$ cat src/rtl/boolean_preimage_pkg.sv
// Shared types and fixed function tables for the boolean preimage finder.
// Optional feature macro used by the top: BOOLEAN_PREIMAGE_MASK_EN.
package boolean_preimage_pkg;

   localparam int unsigned CODE_W  = 4;
   localparam int unsigned COUNT_W = 5;
   localparam int unsigned TABLE_W = 16;

   // Bit n of each table is the function value for input code n.
   localparam logic [TABLE_W-1:0] F1_TABLE = 16'h35A5;
   localparam logic [TABLE_W-1:0] F2_TABLE = 16'hEEE2;

   typedef enum logic [1:0] {IDLE, SCAN, DRAIN, DONE} state_t;

   function automatic logic [TABLE_W-1:0] select_mask(input logic sel, input logic target);
      logic [TABLE_W-1:0] t;
      t = sel ? F2_TABLE : F1_TABLE;
      return target ? t : ~t;
   endfunction

   // True when no mask bit above idx is set, i.e. idx is the final match.
   function automatic logic is_last_match(input logic [TABLE_W-1:0] mask,
                                          input logic [CODE_W-1:0] idx);
      logic [TABLE_W-1:0] hi;
      hi = mask >> idx;
      return hi[TABLE_W-1:1] == '0;
   endfunction

endpackage

$ cat src/rtl/boolean_preimage_beat_reg.sv
// Single-entry valid/ready output register carrying a match code and last flag.
module boolean_preimage_beat_reg
   import boolean_preimage_pkg::*;
(
   input  logic              clk,
   input  logic              rst_n,
   input  logic              load,
   input  logic [CODE_W-1:0] load_code,
   input  logic              load_last,
   input  logic              ready,
   output logic              valid,
   output logic [CODE_W-1:0] code,
   output logic              last
);

   logic              valid_q;
   logic [CODE_W-1:0] code_q;
   logic              last_q;

   // The caller never asserts load while a held beat is stalled.
   always_ff @(posedge clk) begin
      if (!rst_n) begin
         valid_q <= 1'b0;
         code_q  <= '0;
         last_q  <= 1'b0;
      end else if (load) begin
         valid_q <= 1'b1;
         code_q  <= load_code;
         last_q  <= load_last;
      end else if (ready) begin
         valid_q <= 1'b0;
      end
   end

   assign valid = valid_q;
   assign code  = code_q;
   assign last  = last_q;

endmodule

$ cat src/rtl/boolean_preimage_finder.sv
// Enumerates all 4-bit codes driving F1/F2 to a target value, streamed in ascending order.
// Define BOOLEAN_PREIMAGE_MASK_EN to add the done_mask output.
module boolean_preimage_finder
   import boolean_preimage_pkg::*;
(
   input  logic               clk,
   input  logic               rst_n,
   input  logic               req_valid,
   output logic               req_ready,
   input  logic               req_sel,
   input  logic               req_target,
   output logic               out_valid,
   input  logic               out_ready,
   output logic [CODE_W-1:0]  out_code,
   output logic               out_last,
   output logic               done,
   output logic [COUNT_W-1:0] done_count
`ifdef BOOLEAN_PREIMAGE_MASK_EN
   ,
   output logic [TABLE_W-1:0] done_mask
`endif
);

   state_t               state_q;
   logic [CODE_W-1:0]    idx_q;
   logic [TABLE_W-1:0]   mask_q;
   logic [COUNT_W-1:0]   count_q;
   logic                 done_q;
`ifdef BOOLEAN_PREIMAGE_MASK_EN
   logic [TABLE_W-1:0]   done_mask_q;
`endif

   logic                 accept;
   logic                 stall;
   logic                 xfer;
   logic                 eval;
   logic                 hit;
   logic                 hit_last;
   logic [TABLE_W-1:0]   req_mask;

   assign req_ready = (state_q == IDLE);
   assign accept    = req_valid & req_ready;
   assign stall     = out_valid & ~out_ready;
   assign xfer      = out_valid & out_ready;
   assign eval      = (state_q == SCAN) & ~stall;
   assign hit       = mask_q[idx_q];
   assign hit_last  = is_last_match(mask_q, idx_q);
   assign req_mask  = select_mask(req_sel, req_target);

   always_ff @(posedge clk) begin
      if (!rst_n) begin
         state_q <= IDLE;
         idx_q   <= '0;
         mask_q  <= '0;
         count_q <= '0;
         done_q  <= 1'b0;
`ifdef BOOLEAN_PREIMAGE_MASK_EN
         done_mask_q <= '0;
`endif
      end else begin
         done_q <= 1'b0;
`ifdef BOOLEAN_PREIMAGE_MASK_EN
         done_mask_q <= '0;
`endif
         if (xfer) begin
            count_q <= count_q + COUNT_W'(1);
         end
         unique case (state_q)
            IDLE: begin
               if (accept) begin
                  mask_q  <= req_mask;
                  idx_q   <= '0;
                  count_q <= '0;
                  if (req_mask == '0) begin
                     state_q <= DONE;
                     done_q  <= 1'b1;
`ifdef BOOLEAN_PREIMAGE_MASK_EN
                     done_mask_q <= req_mask;
`endif
                  end else begin
                     state_q <= SCAN;
                  end
               end
            end
            SCAN: begin
               if (eval) begin
                  idx_q <= idx_q + CODE_W'(1);
                  // Leave as soon as the final match is loaded; nothing past it is scanned.
                  if (hit && hit_last) begin
                     state_q <= DRAIN;
                  end
               end
            end
            DRAIN: begin
               if (xfer) begin
                  state_q <= DONE;
                  done_q  <= 1'b1;
`ifdef BOOLEAN_PREIMAGE_MASK_EN
                  done_mask_q <= mask_q;
`endif
               end
            end
            DONE: begin
               state_q <= IDLE;
            end
            default: begin
               state_q <= IDLE;
            end
         endcase
      end
   end

   assign done       = done_q;
   assign done_count = count_q;
`ifdef BOOLEAN_PREIMAGE_MASK_EN
   assign done_mask  = done_mask_q;
`endif

   boolean_preimage_beat_reg u_beat_reg (
      .clk       (clk),
      .rst_n     (rst_n),
      .load      (eval & hit),
      .load_code (idx_q),
      .load_last (hit_last),
      .ready     (out_ready),
      .valid     (out_valid),
      .code      (out_code),
      .last      (out_last)
   );

endmodule

$ cat config.mk
export PLATFORM = sky130hd
export DESIGN_NAME = boolean_preimage_finder
export DESIGN_NICKNAME = d
export VERILOG_FILES = /design/src/rtl/boolean_preimage_pkg.sv /design/src/rtl/boolean_preimage_beat_reg.sv /design/src/rtl/boolean_preimage_finder.sv
export SDC_FILE = /design/constraint.sdc
export NUM_CORES = 1
export LEC_CHECK = 0
export CORE_AREA = 3 3 59 61
export CTS_BUF_LIST = sky130_fd_sc_hd__clkbuf_2
export CTS_CLUSTER_SIZE = 12
export DETAILED_ROUTE_END_ITERATION = 10
export DIE_AREA = 0 0 62 64
export MAX_ROUTING_LAYER = met4
export PLACE_DENSITY = 0.72
export SYNTH_ARGS = -nofsm -noshare
export SYNTH_HDL_FRONTEND = slang
export SYNTH_SLANG_ARGS = --single-unit
$ cat constraint.sdc
create_clock -name clk -period 4.35 [get_ports clk]
set_clock_uncertainty 0.1 [all_clocks]
set_input_delay 0.87 -clock clk [delete_from_list [all_inputs] [get_ports clk]]
set_output_delay 0.87 -clock clk [all_outputs]
set_load 0.01 [all_outputs]
==> metrics.cfg, run 1 <==
[run_status]
outcome=finished clean

[critical_path]
crit_type=reg -> out
worst-path-buf-inv=2
reg2reg_from=state_q[0]$_SDFFE_PN0P_
worstSetupStartpoint=state_q[0]$_SDFFE_PN0P_
cp-end-kind=primary output
max_stage_delay_ps=590
crit_path_start_kind=register
slowest_stage=clkdlybuf4s50_1
crit_arrival_ps=1740
crit_fanout=8
crit_chain=inv_1 -> ha_1 -> clkdlybuf4s50_1
crit_family=buffers and inverters
cp.required_ps=3380

[sta]
hold_viol=0
worst_pin_slew_ps=659
setup_viol=0
setup_tns_ps=0
fin_crit_sh_pct=62.3
fmax_ghz=0.369
drv_slew=0
relSlewSlack_pct=55.8
grt_setup_unrepaired=no
fin_crit_ps=2710

[cells_and_area]
multiInputGateArea_um2=841
fin_cells=217
final_core_util_pct=52.4
fillers=297
nets=185
layout_commonest_cell=dfxtp_1
drive_above_1_share_pct=9.25
diodes=0
regArea_um2=440
synthToLayoutAreaGrowth_pct=17.8
layout_common_cells=dfxtp_1 (22), clkdlybuf4s50_1 (18), nor2_1 (17), a21oi_1 (11), nand2_1 (10)

[clock_network]
path_clk_slew_ps=210
cts_tree=done
cts_setup_buffers=0
hold_buffers=0
clock_path_buffers=2
clk_latency_ps=340
cts_resized=0
root_buffer=clkbuf_2
tritoncts_num_sinks=22
cts-buffers-inserted=3
htreeDepth=1

[routing]
wl_mm=3.06
wl_met2_mm=1.48
vias_per_cell=5.71
antenna_left=0
wl_per_cell_um=14.1
highest_layer=met4
met3WireLength_um=151
drc_errors=0
wl_met1_mm=1.39
dr.pass1.iters=4
drt_iter0_drc=40
vias=1239

[yosys]
ys_types=44
netlist_area_um2=1350
synth-seq-cells=22
synth_top_area_cell=dfxtp_1
synth-main-ff-cell=dfxtp_1
yosys_warnings=0
synthCells=159
synth_area_leaders=dfxtp_1 (33%), o211ai_1 (5.0%), nor2_1 (4.7%), ha_1 (4.6%), a21oi_1 (4.1%)
synth_fp_nets=170
synth_edf_count=0
avgSynthCellArea_um2=8.48
async_flop_share_pct=0
yosysSeqAreaShare_pct=32.7
synth_top_area_share_pct=32.7

[power_and_ir_drop]
ir_worst_vdd_mv=0.323
p_leak_nw=0.557
pwr_density_cell_nw_per_um2=389

[floorplan]
initial_core_util_pct=44.5
ios=19
rows=20
fp.dieH_um=64
die-area_um2=3970
die_w_um=62
coreArea_um2=3030

[place]
gp_congestion=0.854
port_buffers=18
post-place-cells=213
place_hpwl_mm=2.27

[worst_hold_path]
hp-class=reg -> reg
hold_start=u_beat_reg.code[2]$_SDFFE_PN0P_

[global_route]
grt_pass1_wl_mm=5.12
grt_max_degree=20
antenna_found_initial=0
grt_use_total_pct=17.2
grt_pass1_vias=1094
grt-ovfl-total=0

[run]
max_cap_violations=0

cells by family (layout without fill, tap and decap cells):
group | count (synthesis) | count (layout) | share of synthesized area [%]
simple gates | 62 | 62 | 25.1
compound gates | 47 | 47 | 27.4
flops | 22 | 22 | 32.7
buf+inv | 15 | 29 | 4.92
xor+xnor | 7 | 7 | 4.55
fa+ha+maj | 5 | 5 | 4.64
mux | 1 | 1 | 0.743
where the power goes:
| group | switching (mW) | leakage [nW] | total, mW | internal, mW |
|---|---|---|---|---|
| Sequential | 0.0269 | 0.178 | 0.247 | 0.220 |
| Clock | 0.0660 | 0.0266 | 0.145 | 0.0792 |
| Combinational | 0.139 | 0.352 | 0.226 | 0.0872 |
metrics by stage:
stage	setup WS (ps)	hold slack [ps]	total power, mW	instance area, um2
final	1640	392	0.618	1590
after global routing	1520	412	0.659	1590
after CTS	1620	399	0.617	1590
after detailed placement	1520	374	0.472	1540
after global placement	1540	371	0.467	1540
after floorplan	2320	384	0.421	1350
area by class of cell:
type	instances	share of cell area, %
inverter	7	1.65
tap	44	3.47
multi-input combinational	122	53.0
clock buffer	3	0.946
timing repair buffer	18	11.3
clock inverter	1	1.89
sequential	22	27.7
metal layers:
metal,GRT usage (%),up-vias
met5,-,-
met4,5.31,0
met3,4.24,6
met2,25.3,35
met1,22.9,584
li1,-,614
path summary, 6_finish.rpt:
| check | endpoint | slack (ps) | cells after the start |
|---|---|---|---|
| setup / recovery | req_ready | 1640 | 3 |
| hold / removal | u_beat_reg.code[2]$_SDFFE_PN0P_ | 390 | 2 |
| setup reg to reg | idx_q[3]$_SDFFE_PN0P_ | 2220 | 7 |
| hold reg to reg | u_beat_reg.code[2]$_SDFFE_PN0P_ | 390 | 2 |
cell usage after synthesis (2+ instances only):
library cell   n
dfxtp_1       22
nor2_1        17
a21oi_1       11
nand2_1       10
o211ai_1       9
o21ai_0        7
and3_1         5
clkbuf_1       5
ha_1           5
nor3_1         5
xor2_1         5
a31oi_1        4
inv_1          4
nand2b_1       4
nand3_1        4
nand4_1        4
and2_1         3
buf_2          2
inv_2          2
nand4b_2       2
nor2b_1        2
o2111ai_1      2
o22ai_2        2
o31ai_1        2
xnor2_1        2
worst min-delay path, delay by kind of cell, from the launching register on:
family             cells  cell delay (ps)
DFF                    1              360
AOI/OAI and AO/OA      2              120
flip-flops by register name (all words and copies together) (netlist names):
name / count
idx_q: 4
done: 1
u_beat_reg.code: 4
mask_q: 4
u_beat_reg.valid: 1
state_q: 2
done_count: 5
u_beat_reg.last: 1
Power figures use the tool's default switching activity.
==> run 2, diff against run 1 <==
--- a/config.mk
+++ b/config.mk
@@ -11,7 +11,7 @@
 export DETAILED_ROUTE_END_ITERATION = 10
 export DIE_AREA = 0 0 62 64
 export MAX_ROUTING_LAYER = met4
-export PLACE_DENSITY = 0.72
+export PLACE_DENSITY = 0.75
 export SYNTH_ARGS = -nofsm -noshare
 export SYNTH_HDL_FRONTEND = slang
 export SYNTH_SLANG_ARGS = --single-unit
==> constraint.sdc (replaced) <==
create_clock -name clk -period 2.18 [get_ports clk]
set_clock_uncertainty 0.1 [all_clocks]
set_input_delay 0.436 -clock clk [delete_from_list [all_inputs] [get_ports clk]]
set_output_delay 0.436 -clock clk [all_outputs]
set_load 0.01 [all_outputs]
==> metrics.cfg, run 2 (synthesis results as in run 1) <==
[run_status]
outcome=finished clean  ; unchanged

[sta]
setup_viol=0  ; unchanged
grt_setup_unrepaired=no  ; unchanged
fin_crit_ps=1950
drv_slew=0  ; unchanged
fin_crit_sh_pct=89.5
hold_viol=0  ; unchanged
worst_pin_slew_ps=514  ; was 659 ps
setup_slack_ps=230  ; was 1640 ps
setup_tns_ps=0  ; unchanged
fmax_ghz=0.513
relSlewSlack_pct=65.5  ; was 55.8%
holdWs_ps=395  ; was 392 ps

[worst_hold_path]
hp-class=reg -> reg  ; unchanged

[critical_path]
max_stage_delay_ps=420  ; was 590 ps
worst_r2r_path_depth=5  ; was 7
crit_end=state_q[0]$_SDFFE_PN0P_  ; was req_ready
reg2reg_from=state_q[1]$_SDFFE_PN0P_  ; was state_q[0]$_SDFFE_PN0P_
crit_type=reg -> reg  ; was reg -> out
worst-path-buf-inv=2  ; unchanged
path_depth=5  ; was 3
crit_top_cell=inv_1
worstSetupStartpoint=state_q[1]$_SDFFE_PN0P_  ; was state_q[0]$_SDFFE_PN0P_
crit_arrival_ps=2140  ; was 1740 ps
crit_chain=inv_1 -> ha_1 -> inv_1 -> o311a_1 -> a211oi_2  ; was inv_1 -> ha_1 -> clkdlybuf4s50_1
crit_family=compound AO/OA/AOI/OAI gates  ; was buffers and inverters
cp.required_ps=2370  ; was 3380 ps
worst-r2r-setup-slack_ps=230  ; was 2220 ps
slowest_stage=ha_1  ; was clkdlybuf4s50_1
cp-end-kind=register  ; was primary output
r2r-end=state_q[0]$_SDFFE_PN0P_  ; was idx_q[3]$_SDFFE_PN0P_
crit_fanout=11  ; was 8
crit_path_start_kind=register  ; unchanged

[cells_and_area]
fillers=306  ; was 297
nets=190  ; was 185
fin_cells=222  ; was 217
final_core_util_pct=53.3  ; was 52.4%
multiInputGateArea_um2=853  ; was 841 um2
diodes=0  ; unchanged
finalInstanceArea_um2=1610  ; was 1590 um2
drive_above_1_share_pct=12.4  ; was 9.25%
regArea_um2=440  ; unchanged
layout_common_cells=dfxtp_1 (22), nor2_1 (17), clkdlybuf4s50_1 (17), a21oi_1 (11), nand2_1 (10)  ; was dfxtp_1 (22), clkdlybuf4s50_1 (18), nor2_1 (17), a21oi_1 (11), nand2_1 (10)
largest_reg_flops=5  ; unchanged
layout_commonest_cell=dfxtp_1  ; unchanged
synthToLayoutAreaGrowth_pct=19.8  ; was 17.8%

[power_and_ir_drop]
internal_power_mw=0.684  ; was 0.387 mW
p_comb_share_pct=42.5  ; was 36.5%
p_clk_share_pct=14.9  ; was 23.5%
pwr_density_cell_nw_per_um2=717  ; was 389 nW/um2
switching_share_pct=40.9  ; was 37.4%
p_leak_nw=0.576  ; was 0.557 nW
p_switching_mw=0.474  ; was 0.231 mW
sequentialPowerShare_pct=42.7  ; was 40.0%
power.total_mw=1.16  ; was 0.618 mW
ir_worst_vdd_mv=0.232  ; was 0.323 mV

[floorplan]
die_w_um=62  ; unchanged
coreArea_um2=3030  ; unchanged
die-area_um2=3970  ; unchanged
rows=20  ; unchanged
ios=19  ; unchanged
initial_core_util_pct=44.5  ; unchanged
fp.dieH_um=64  ; unchanged

[clock_network]
root_buffer=clkbuf_2  ; unchanged
clk_latency_ps=340  ; about the same
clock_path_buffers=2  ; unchanged
cts-buffers-inserted=3  ; unchanged
htreeDepth=1  ; unchanged
cts_setup_buffers=0  ; unchanged
cts_tree=done  ; unchanged
path_clk_slew_ps=220  ; was 210 ps
tritoncts_num_sinks=22  ; unchanged

[place]
placed_area_um2=1580  ; was 1540 um2
gp_congestion=0.902  ; was 0.854
pre_cts_ws_ps=-95.1  ; was 1520 ps
place_hpwl_mm=2.33  ; was 2.27 mm
post-place-cells=218  ; was 213
port_buffers=18  ; unchanged

[global_route]
grt_pass1_wl_mm=5.64  ; was 5.12 mm
grt_use_total_pct=18.8  ; was 17.2%
grt-ovfl-total=0  ; unchanged
grt_pass1_vias=1242  ; was 1,094
grt_max_degree=19  ; was 20
antenna_found_initial=0  ; unchanged

[routing]
vias_per_cell=5.71  ; about the same
dr.pass1.iters=4  ; unchanged
wl_mm=3.20  ; was 3.06 mm
drc_errors=0  ; unchanged
drt_iter0_drc=53  ; was 40
vias=1267  ; was 1,239
wl_per_cell_um=14.4  ; was 14.1 um
antenna_left=0  ; unchanged

[run]
max_cap_violations=0  ; unchanged

-- run 2: changes by cell type in the layout (fill, tap and decap cells not counted), sizes merged --
cell	previous run	this run
buf	0	5
bufinv	1	0
dlymetal6s2s	0	1
clkinv	1	2
clkdlybuf4s50	18	17
-- run 2: worst reg2reg max path: cells and delay by family (launching register included) --
| kind | cells | cell delay, ps |
|---|---|---|
| buffers and inverters | 2 | 410 |
| adders and majority gates | 1 | 420 |
| AOI/OAI and AO/OA | 2 | 600 |
| DFF | 1 | 370 |
-- run 2: layout make-up --
| class | instances | area share (%) |
|---|---|---|
| repair buffers | 23 | 13.6 |
| inverters | 7 | 1.63 |
| well taps | 44 | 3.41 |
| flip-flops and latches | 22 | 27.3 |
| multi-input cells | 122 | 52.9 |
| clock inverters | 1 | 0.233 |
| clock buffers | 3 | 0.930 |
-- run 2: power by group through the flow --
stage	Combinational (mW)	Sequential, mW	Clock (mW)
2_1_floorplan	0.363	0.476	0
3_3_place_gp	0.452	0.499	0
3_5_place_dp	0.465	0.501	0
4_1_cts	0.496	0.493	0.175
5_1_grt	0.549	0.504	0.187
6_report	0.492	0.494	0.172
-- run 2: routing by layer --
metal	up-vias	global-route usage (%)	wire (um)	part of all wire [%]
li1	625	-	-	-
met1	608	24.7	1490	47
met2	30	28.8	1530	48
met3	4	2.83	131	4.1
met4	0	6.63	42	1.3
met5	-	-	0	0
-- run 2: how the worst min path moves through the flow --
| stage | start | cells after the start | end |
|---|---|---|---|
| 6_report | u_beat_reg.code[2]$_SDFFE_PN0P_ | 2 | u_beat_reg.code[2]$_SDFFE_PN0P_ |
| 5_1_grt | u_beat_reg.code[2]$_SDFFE_PN0P_ | 2 | u_beat_reg.code[2]$_SDFFE_PN0P_ |
| 4_1_cts | u_beat_reg.code[2]$_SDFFE_PN0P_ | 2 | u_beat_reg.code[2]$_SDFFE_PN0P_ |
| 3_5_place_dp | u_beat_reg.code[2]$_SDFFE_PN0P_ | 2 | u_beat_reg.code[2]$_SDFFE_PN0P_ |
| 3_3_place_gp | u_beat_reg.code[2]$_SDFFE_PN0P_ | 2 | u_beat_reg.code[2]$_SDFFE_PN0P_ |
| 2_1_floorplan | mask_q[13]$_SDFFE_PN0P_ | 2 | mask_q[13]$_SDFFE_PN0P_ |
-- run 2: timing repair --
item	4_1_cts	5_1_grt
gates resized for setup	2	2
hold buffers	0	0
endpoints found under the setup margin	1	1
==> run 3, diff against run 2 <==
--- a/config.mk
+++ b/config.mk
@@ -7,6 +7,7 @@
 export LEC_CHECK = 0
 export CORE_AREA = 3 3 59 61
 export CTS_BUF_LIST = sky130_fd_sc_hd__clkbuf_2
+export CTS_CLUSTER_DIAMETER = 100
 export CTS_CLUSTER_SIZE = 12
 export DETAILED_ROUTE_END_ITERATION = 10
 export DIE_AREA = 0 0 62 64
==> results of run 3 <==
The final DEF is identical to that of run 2; final timing and power are the same.
